--- config.mk ---
export PLATFORM = sky130hd
export DESIGN_NAME = keypad_key_decoder
export DESIGN_NICKNAME = d
export VERILOG_FILES = /design/src/rtl/keypad_key_decoder.sv
export SDC_FILE = /design/constraint.sdc
export NUM_CORES = 1
export LEC_CHECK = 0
export CORE_MARGIN = 5
export CORE_UTILIZATION = 55
export CTS_BUF_LIST = sky130_fd_sc_hd__clkbuf_8
export CTS_CLUSTER_SIZE = 12
export DETAILED_ROUTE_END_ITERATION = 8
export GPL_TIMING_DRIVEN = 0
export PLACE_DENSITY = 0.75
export SETUP_SLACK_MARGIN = 0.5
export SYNTH_ARGS = -nofsm -noshare
export SYNTH_HDL_FRONTEND = slang
export SYNTH_SLANG_ARGS = --single-unit
--- constraint.sdc ---
create_clock -name clk_5000hz -period 2.4 [get_ports clk_5000hz]
set_clock_uncertainty 0.1 [all_clocks]
set_input_delay 0.72 -clock clk_5000hz [delete_from_list [all_inputs] [get_ports clk_5000hz]]
set_output_delay 0.72 -clock clk_5000hz [all_outputs]
set_load 0.01 [all_outputs]
--- src/rtl/keypad_key_decoder.sv ---
// Keypad key decoder: debounces the raw active-low key bitmap from the row scanner
// and turns it into press / release / auto-repeat events with multi-key lockout.
module keypad_key_decoder #(
  parameter int N            = 4,
  parameter int KW           = 4,
  parameter int DEBOUNCE     = 20,
  parameter int REPEAT_DELAY = 2500,
  parameter int REPEAT_RATE  = 500
) (
  input  logic              clk_5000hz,
  input  logic              rst,
  input  logic [N*N-1:0]    keyboard_in,
  output logic [KW-1:0]     key_code,
  output logic              key_valid,
  output logic              key_release,
  output logic              key_held,
  output logic              key_multi
);

  localparam int NK = N * N;
  localparam int CW = 8;
  localparam int TW = 16;

  typedef enum logic [1:0] {
    IDLE   = 2'd0,
    HELD   = 2'd1,
    LOCKED = 2'd2
  } state_t;

  // True when exactly one key is down in the bitmap.
  function automatic logic is_single(input logic [NK-1:0] v);
    logic [NK-1:0] low_cleared;
    low_cleared = v & (v - NK'(1));
    return (v != '0) && (low_cleared == '0);
  endfunction

  function automatic logic [KW-1:0] bit_index(input logic [NK-1:0] v);
    logic [KW-1:0] idx;
    idx = '0;
    for (int i = 0; i < NK; i++) begin
      if (v[i]) begin
        idx = KW'(i);
      end else begin
        idx = idx;
      end
    end
    return idx;
  endfunction

  logic [NK-1:0] pressed_q, pressed_d;
  logic [NK-1:0] prev_q,    prev_d;
  logic [CW-1:0] cnt_q,     cnt_d;
  logic [TW-1:0] timer_q,   timer_d;
  state_t        state_q,   state_d;
  logic [KW-1:0] key_code_q,    key_code_d;
  logic          key_valid_q,   key_valid_d;
  logic          key_release_q, key_release_d;
  logic          key_held_q,    key_held_d;
  logic          key_multi_q,   key_multi_d;

  logic          stable_s;
  logic [NK-1:0] db_s;
  logic [NK-1:0] held_mask_s;

  // Sampling and the stable-run counter that qualifies a bitmap.
  always_comb begin
    pressed_d = ~keyboard_in;
    prev_d    = pressed_q;
    if (pressed_q != prev_q) begin
      cnt_d = '0;
    end else if (cnt_q == CW'(DEBOUNCE)) begin
      cnt_d = cnt_q;
    end else begin
      cnt_d = cnt_q + CW'(1);
    end
    stable_s    = (cnt_q == CW'(DEBOUNCE));
    db_s        = prev_q;
    held_mask_s = NK'(1) << key_code_q;
  end

  // Event FSM; db_s is only consulted while stable_s holds.
  always_comb begin
    state_d       = state_q;
    key_code_d    = key_code_q;
    key_valid_d   = 1'b0;
    key_release_d = 1'b0;
    key_held_d    = key_held_q;
    key_multi_d   = key_multi_q;
    timer_d       = timer_q;
    case (state_q)
      IDLE: begin
        if (stable_s && (db_s != '0)) begin
          if (is_single(db_s)) begin
            key_code_d  = bit_index(db_s);
            key_valid_d = 1'b1;
            key_held_d  = 1'b1;
            timer_d     = TW'(REPEAT_DELAY);
            state_d     = HELD;
          end else begin
            key_multi_d = 1'b1;
            state_d     = LOCKED;
          end
        end else begin
          state_d = IDLE;
        end
      end
      HELD: begin
        // Release is checked first so it beats a repeat expiring in the same cycle.
        if (stable_s && (db_s == '0)) begin
          key_release_d = 1'b1;
          key_held_d    = 1'b0;
          timer_d       = '0;
          state_d       = IDLE;
        end else if (stable_s && (db_s != held_mask_s)) begin
          key_held_d  = 1'b0;
          key_multi_d = 1'b1;
          timer_d     = '0;
          state_d     = LOCKED;
        end else if (REPEAT_DELAY != 0) begin
          if (timer_q <= TW'(1)) begin
            key_valid_d = 1'b1;
            timer_d     = TW'(REPEAT_RATE);
          end else begin
            timer_d = timer_q - TW'(1);
          end
        end else begin
          timer_d = timer_q;
        end
      end
      LOCKED: begin
        if (stable_s && (db_s == '0)) begin
          key_multi_d = 1'b0;
          state_d     = IDLE;
        end else begin
          state_d = LOCKED;
        end
      end
      default: begin
        key_held_d  = 1'b0;
        key_multi_d = 1'b0;
        timer_d     = '0;
        state_d     = IDLE;
      end
    endcase
  end

  // State and output registers with synchronous reset.
  always_ff @(posedge clk_5000hz) begin
    if (rst) begin
      pressed_q     <= '0;
      prev_q        <= '0;
      cnt_q         <= '0;
      timer_q       <= '0;
      state_q       <= IDLE;
      key_code_q    <= '0;
      key_valid_q   <= 1'b0;
      key_release_q <= 1'b0;
      key_held_q    <= 1'b0;
      key_multi_q   <= 1'b0;
    end else begin
      pressed_q     <= pressed_d;
      prev_q        <= prev_d;
      cnt_q         <= cnt_d;
      timer_q       <= timer_d;
      state_q       <= state_d;
      key_code_q    <= key_code_d;
      key_valid_q   <= key_valid_d;
      key_release_q <= key_release_d;
      key_held_q    <= key_held_d;
      key_multi_q   <= key_multi_d;
    end
  end

  assign key_code    = key_code_q;
  assign key_valid   = key_valid_q;
  assign key_release = key_release_q;
  assign key_held    = key_held_q;
  assign key_multi   = key_multi_q;

endmodule

Word-level counts from Yosys, hierarchy flattened

Index checks and enable logic that the tools add are counted.

Register bits: 66
Input bits: 18
Output and inout bits: 8

$add $sub $neg: 3
Order comparisons: 1
Eq/ne operators: 12
Shift operators: 1
Mux-type cells: 45
Bitwise gates (word level): 4
Reduce and logical (&&, ||, !) cells: 14

Operators by type and width:

| kind                                                                               | number |
|---|---|
| 16-bit 2-to-1 mux                                                                  | 5 |
| 4-bit 2-to-1 mux                                                                   | 14 |
| 16-bit one-hot mux with 3 select lines                                             | 1 |
| 16-bit zero test                                                                   | 2 |
| 16-bit != test                                                                     | 2 |
| 16-bit by 1-bit subtractor with 16-bit output (second input constant)              | 2 |
| 16-bit AND                                                                         | 1 |
| 16-bit by 1-bit less-or-equal comparator with 1-bit output (second input constant) | 1 |
| 1-bit 2-to-1 mux                                                                   | 16 |
| 16-bit NOT                                                                         | 1 |
| 16-bit nonzero test                                                                | 1 |
| 1-bit by 4-bit left shift with 16-bit output (first input constant)                | 1 |
| 2-bit != test (second input constant)                                              | 6 |
| 2-bit 2-to-1 mux                                                                   | 5 |
| 8-bit by 1-bit adder with 8-bit output (second input constant)                     | 1 |
| 8-bit by 5-bit equality test with 1-bit output (second input constant)             | 1 |
| 1-bit one-hot mux with 3 select lines                                              | 2 |
| 2-bit one-hot mux with 3 select lines                                              | 1 |
| 3-bit AND reduction                                                                | 2 |
| 5-bit AND reduction                                                                | 1 |
| 1-bit logical AND                                                                  | 4 |
| 4-bit AND reduction                                                                | 1 |
| 2-bit OR reduction                                                                 | 2 |
| 3-bit != test (second input constant)                                              | 1 |
| other kinds (5)                                                                    | 6 |

Longest topological paths before layout

Depth after elaboration: 15
Depth in mapped cells: 11
Depth with buffers taken out: 9

Least setup slack after synthesis

Ideal clock, no wire load.

Kind: register -> register
Start point: register prev_q[1], in the netlist db_s[1]
End point: register timer_q[14]
Data arrival time: 2283 ps
Required time: 2178 ps
Setup slack: -106 ps
Stages on the path, launching flop included: 10
Path buffers: 2
Path through: dfxtp_1 -> buf_4 -> or4_4 -> o32a_1 -> a221oi_4 -> a41o_2 -> a21oi_1 -> buf_2 -> a22oi_1 -> o21ai_1

Word-level cells in the longest chain between the ends: 6
Elaborated cells on any way between the ends: 16

RTL lines:

| what                                          | RTL line | source |
|---|---|---|
| from (decl)                                   | 51       | `logic [NK-1:0] prev_q, prev_d;` |
| from (signal assigned)                        | 162      | `prev_q <= prev_d;` |
| 16-bit by 1-bit subtractor with 16-bit output | 33       | `low_cleared = v & (v - NK'(1));` |
| 16-bit AND                                    | 33       |  |
| 16-bit zero test                              | 34       | `return (v != '0) && (low_cleared == '0);` |
| 1-bit logical AND                             | 34       |  |
| 2-bit != test (no line)                       | --       |  |
| 3-bit AND reduction (no line)                 | --       |  |
| to (signal assigned)                          | 164      | `timer_q <= timer_d;` |
| to (decl)                                     | 53       | `logic [TW-1:0] timer_q, timer_d;` |

Several ways; a longest one is shown, not always the timed one.
A chain may end at the register's enable or synchronous reset.

Worst setup path in the final report

Start point: register prev_q[2], in the netlist db_s[2]
End point: register key_code_q[0], in the netlist key_code[0]

Word-level cells in the longest chain between the ends: 14
Elaborated cells on any way between the ends: 21

RTL lines:

| what                           | RTL line | source |
|---|---|---|
| 4-bit 2-to-1 mux (14 in a row) | 41       | `if (v[i]) begin` |
| to (signal assigned)           | 166      | `key_code_q <= key_code_d;` |
| to (decl)                      | 55       | `logic [KW-1:0] key_code_q, key_code_d;` |

Several ways; a longest one is shown, not always the timed one.

==> impl_results.md <==
- Drt via density: approximately 6.2
- Syn Area/Cell: roughly 8 sq um
- Cell Rows: 30
- Most frequent cell after synthesis: dfxtp_1
- Cts hold-fix bufs: 0
- Post-place instance area: 4170 sq um
- Hold Worst Slack: approximately 0.37 ns
- Die width: between 90 and 100 um
- Yosys warnings: 0
- Slew margin rel.: between 40% and 50%
- Failing checks: negative setup slack
- Critical Path Start Type: flip-flop
- Core Region: approximately 6700 sq um
- Antenna violations before repair: 0
- Layout Nets: between 500 and 600
- Crit path capture type: flip-flop
- Root Buffer: clkbuf_8
- Setup CP Type: flip-flop to flip-flop
- Finished Cell Area: 5120 sq um
- Post-synthesis sequential area ratio: between 30% and 40%
- Worst Setup EP: key_code[0]
- Int Pwr: between 0.0015 and 0.002 W
- Critical-path cell list: buf_4 -> or4_4 -> o32a_1 -> a221oi_4 -> nand4_4 -> buf_6 -> nor2_4 -> buf_6 -> o311a_1 -> nor3_1
- First-pass GRT wire length: 16.5 mm
- R2R depth: 10
- Top cell type's share of synthesized area: 35.7%
- Leak: 2.02 nW
- Sw frac: between 20% and 30%
- CP max stage cell: or4_4
- Ys async rst share: 0%
- Clock group share of total power: about 40%
- Clock Path Buffers: 2
- # diodes: 0
- FILL cells: 455
- Fin. Hold Viols: 0
- Worst vdd ir: 522 uV
- Comb power frac: about an eighth
- Top cells by area, synth: dfxtp_1 (36%), nor2_1 (5.4%), xnor2_1 (4.7%)
- Main synth FF type: dfxtp_1
- Pre-antenna DRT Iters: 6
- CTS sink cnt: 66
- Area leader, netlist: dfxtp_1
- GPL Wtd Cong: 0.898
- Layout cell share with drive strength beyond 1: approximately 28%
- Highest clock rate: between 300 and 400 MHz
- CTS Buf Count: 9
- Final Max Tran Viols: 0
- Finished Layout Cells: around 600
- Status: finished with violations
- Clock-pin slew on the worst setup and hold paths: roughly 0.08 ns
- Io pins: 26
- DIE AREA: between 8000 and 9000 sq um
- Clk Latency, worst-skew pair: 0.35 ns
- Crit Reg-Reg Endpoint: key_code[0]
- Worst flop-to-flop path startpoint: db_s[2]
- DR iter-0 viols: around 330
- CP bufs+invs: 3
- #FFs+latches synth: between 60 and 70
- Critical path origin: db_s[2]
- Top cells by count, synth: dfxtp_1 (66), nor2_1 (53), nand2_1 (26)
- CP Depth: 10
- Net Sw Power: 0.000623 W
- Max FO, Critical Path: 9
- Post-Route WL: around 11 mm
- Least-Margin Pin Slew: ~0.80 ns
- Routed len/inst: between 15 and 20 um
- Total GRT Usage: about a quarter
- Fin crit period: between 2 and 3 ns
- RSZ-0062 raised after global routing: true
- Final WS setup: -0.302 ns
- Area added between synthesis and finish: 38.3%
- EDFF count, synth: 0
- Vias in the first global route: 3554
- CP arrival: ~2.8 ns
- DRC Markers: 0
- Mapped Area: between 3000 and 4000 sq um
- Syn Nets: 477
- Cells after Synth: around 450
- Library cells used by synthesis: 67
- Pwr dens: roughly 470 nW/um^2
- Crit path largest cell delay: just under 0.5 ns
- Critical Path RT: 2.49 ns
- Maxcap violations: 0
- Most frequent CP cell: buf_6
- Via count: ~3800
- Final Setup Violations: 25
- IO Port Bufs: 24
- Die height: a little over 90 um
- CTS H-tree lvls: 3
- Period utilization: 113%
- GRT overflow: 0
- Top delay family on crit path: simple AND/OR/NAND/NOR gates
- Number of instances in the placed design: about 560
- Antenna Nets Post-Route: 0
- Initial Utilization: roughly 55%
- Pin count of the biggest net entering global routing: 12
- CTS tree: done
- R2R setup slack: -0.30 ns
- Hold Path Class: flip-flop to flip-flop
- HPWL after DPL: roughly 6.6 mm
- Sequential share of power: a little under half
state kept, by name, indices dropped and copies added, names as in the netlist:
| name | flops |
|---|---|
| cnt_q | 8 |
| db_s | 16 |
| key_code | 4 |
| key_held | 1 |
| key_multi | 1 |
| key_release | 1 |
| key_valid | 1 |
| pressed_q | 16 |
| state_q | 2 |
| timer_q | 16 |
metrics by stage:
step                      util [%]  setup slack (ns)  TNS (ns)  total power (W)
after floorplan                  -           -0.0296    -0.117          0.00133
after CTS                     71.5            -0.236     -4.28          0.00234
after detailed placement      62.3            -0.367     -5.98          0.00139
after global routing          76.7            -0.376     -7.15          0.00246
final                         76.7            -0.302     -5.28          0.00239
after global placement        62.3            -0.332     -5.08          0.00139
cell type report:
| type | instances | area (sq um) | area share, % |
|---|---|---|---|
| Multi-Input combinational cell | 325 | 2530 | 49.3 |
| Sequential cell | 66 | 1330 | 25.9 |
| Timing Repair Buffer | 58 | 603 | 11.8 |
| Buffer | 36 | 285 | 5.57 |
| Clock buffer | 10 | 138 | 2.69 |
| Tap cell | 80 | 100 | 1.95 |
| Inverter | 24 | 90.1 | 1.76 |
| Clock inverter | 5 | 55.1 | 1.07 |
cells by family (layout without fill, tap and decap cells):
| family | count (synthesis) | after routing | share of synthesized area, % |
|---|---|---|---|
| fa+ha+maj | 9 | 9 | 2.97 |
| flops | 66 | 66 | 35.7 |
| simple gates | 190 | 190 | 27.8 |
| xor+xnor | 25 | 25 | 5.91 |
| compound gates | 98 | 98 | 20.0 |
| buf+inv | 60 | 133 | 6.89 |
| mux | 3 | 3 | 0.811 |
per-layer routing:
metal	track usage [%]	up-vias	share of wire, %
met5	0	-	0
met4	10.5	0	2.4
met2	38.2	182	47
li1	-	1752	-
met3	5.50	27	7.6
met1	30.5	1801	43
repair_timing:
item                       in CTS  in global routing
setup endpoints to repair      41                 48
gates resized for setup        56                 61
gates cloned                    4                  0
pin swaps                      21                 24
setup buffers                  21                  9
hold endpoints to repair        0                  0
cell usage in the layout, fill, tap and decap left out, types with 4 or more instances in the layout:
| cell type | synthesis | layout |
|---|---|---|
| dfxtp_2 | 0 | 4 |
| nand4_1 | 12 | 12 |
| xnor2_2 | 0 | 6 |
| and4b_1 | 4 | 4 |
| a31oi_1 | 9 | 5 |
| clkbuf_8 | 0 | 13 |
| nor2_1 | 53 | 50 |
| o22ai_1 | 10 | 8 |
| xor2_1 | 5 | 5 |
| buf_6 | 1 | 13 |
| buf_4 | 2 | 26 |
| nor4_1 | 8 | 4 |
| a31oi_4 | 0 | 4 |
| xnor2_1 | 20 | 14 |
| a21oi_2 | 0 | 5 |
| ha_1 | 8 | 8 |
| o211ai_1 | 5 | 5 |
| nor4_4 | 0 | 4 |
| dfxtp_1 | 66 | 62 |
| nand2b_1 | 8 | 7 |
| clkbuf_1 | 21 | 6 |
| nor2b_1 | 21 | 21 |
| a21oi_1 | 22 | 16 |
| clkbuf_4 | 0 | 7 |
| clkbuf_2 | 0 | 6 |
| o21ai_0 | 10 | 7 |
| clkdlybuf4s50_1 | 0 | 16 |
| nand3_1 | 19 | 18 |
| inv_1 | 23 | 23 |
| nor3_1 | 10 | 9 |
| dlygate4sd2_1 | 0 | 8 |
| and3_1 | 4 | 4 |
| nand2_1 | 26 | 22 |
| or2_2 | 4 | 4 |
how the worst min path moves through the flow:
stage                        endpoint     startpoint  cells past startpoint
after floorplan            timer_q[9]     timer_q[9]                      2
after global placement     timer_q[9]     timer_q[9]                      2
after detailed placement  timer_q[15]    timer_q[15]                      2
after CTS                     db_s[9]   pressed_q[9]                      1
after global routing         db_s[14]  pressed_q[14]                      1
final                         db_s[9]   pressed_q[9]                      1
power by group through the flow:
stage / Combinational (W) / Clock, W / Sequential (W)
2_1_floorplan: 0.000174 / 0 / 0.00115
3_3_place_gp: 0.000233 / 0 / 0.00116
3_5_place_dp: 0.000237 / 0 / 0.00116
4_1_cts: 0.000262 / 0.000943 / 0.00113
5_1_grt: 0.000324 / 0.000999 / 0.00114
6_report: 0.000306 / 0.000945 / 0.00113
(Power assumes the default switching activity.)
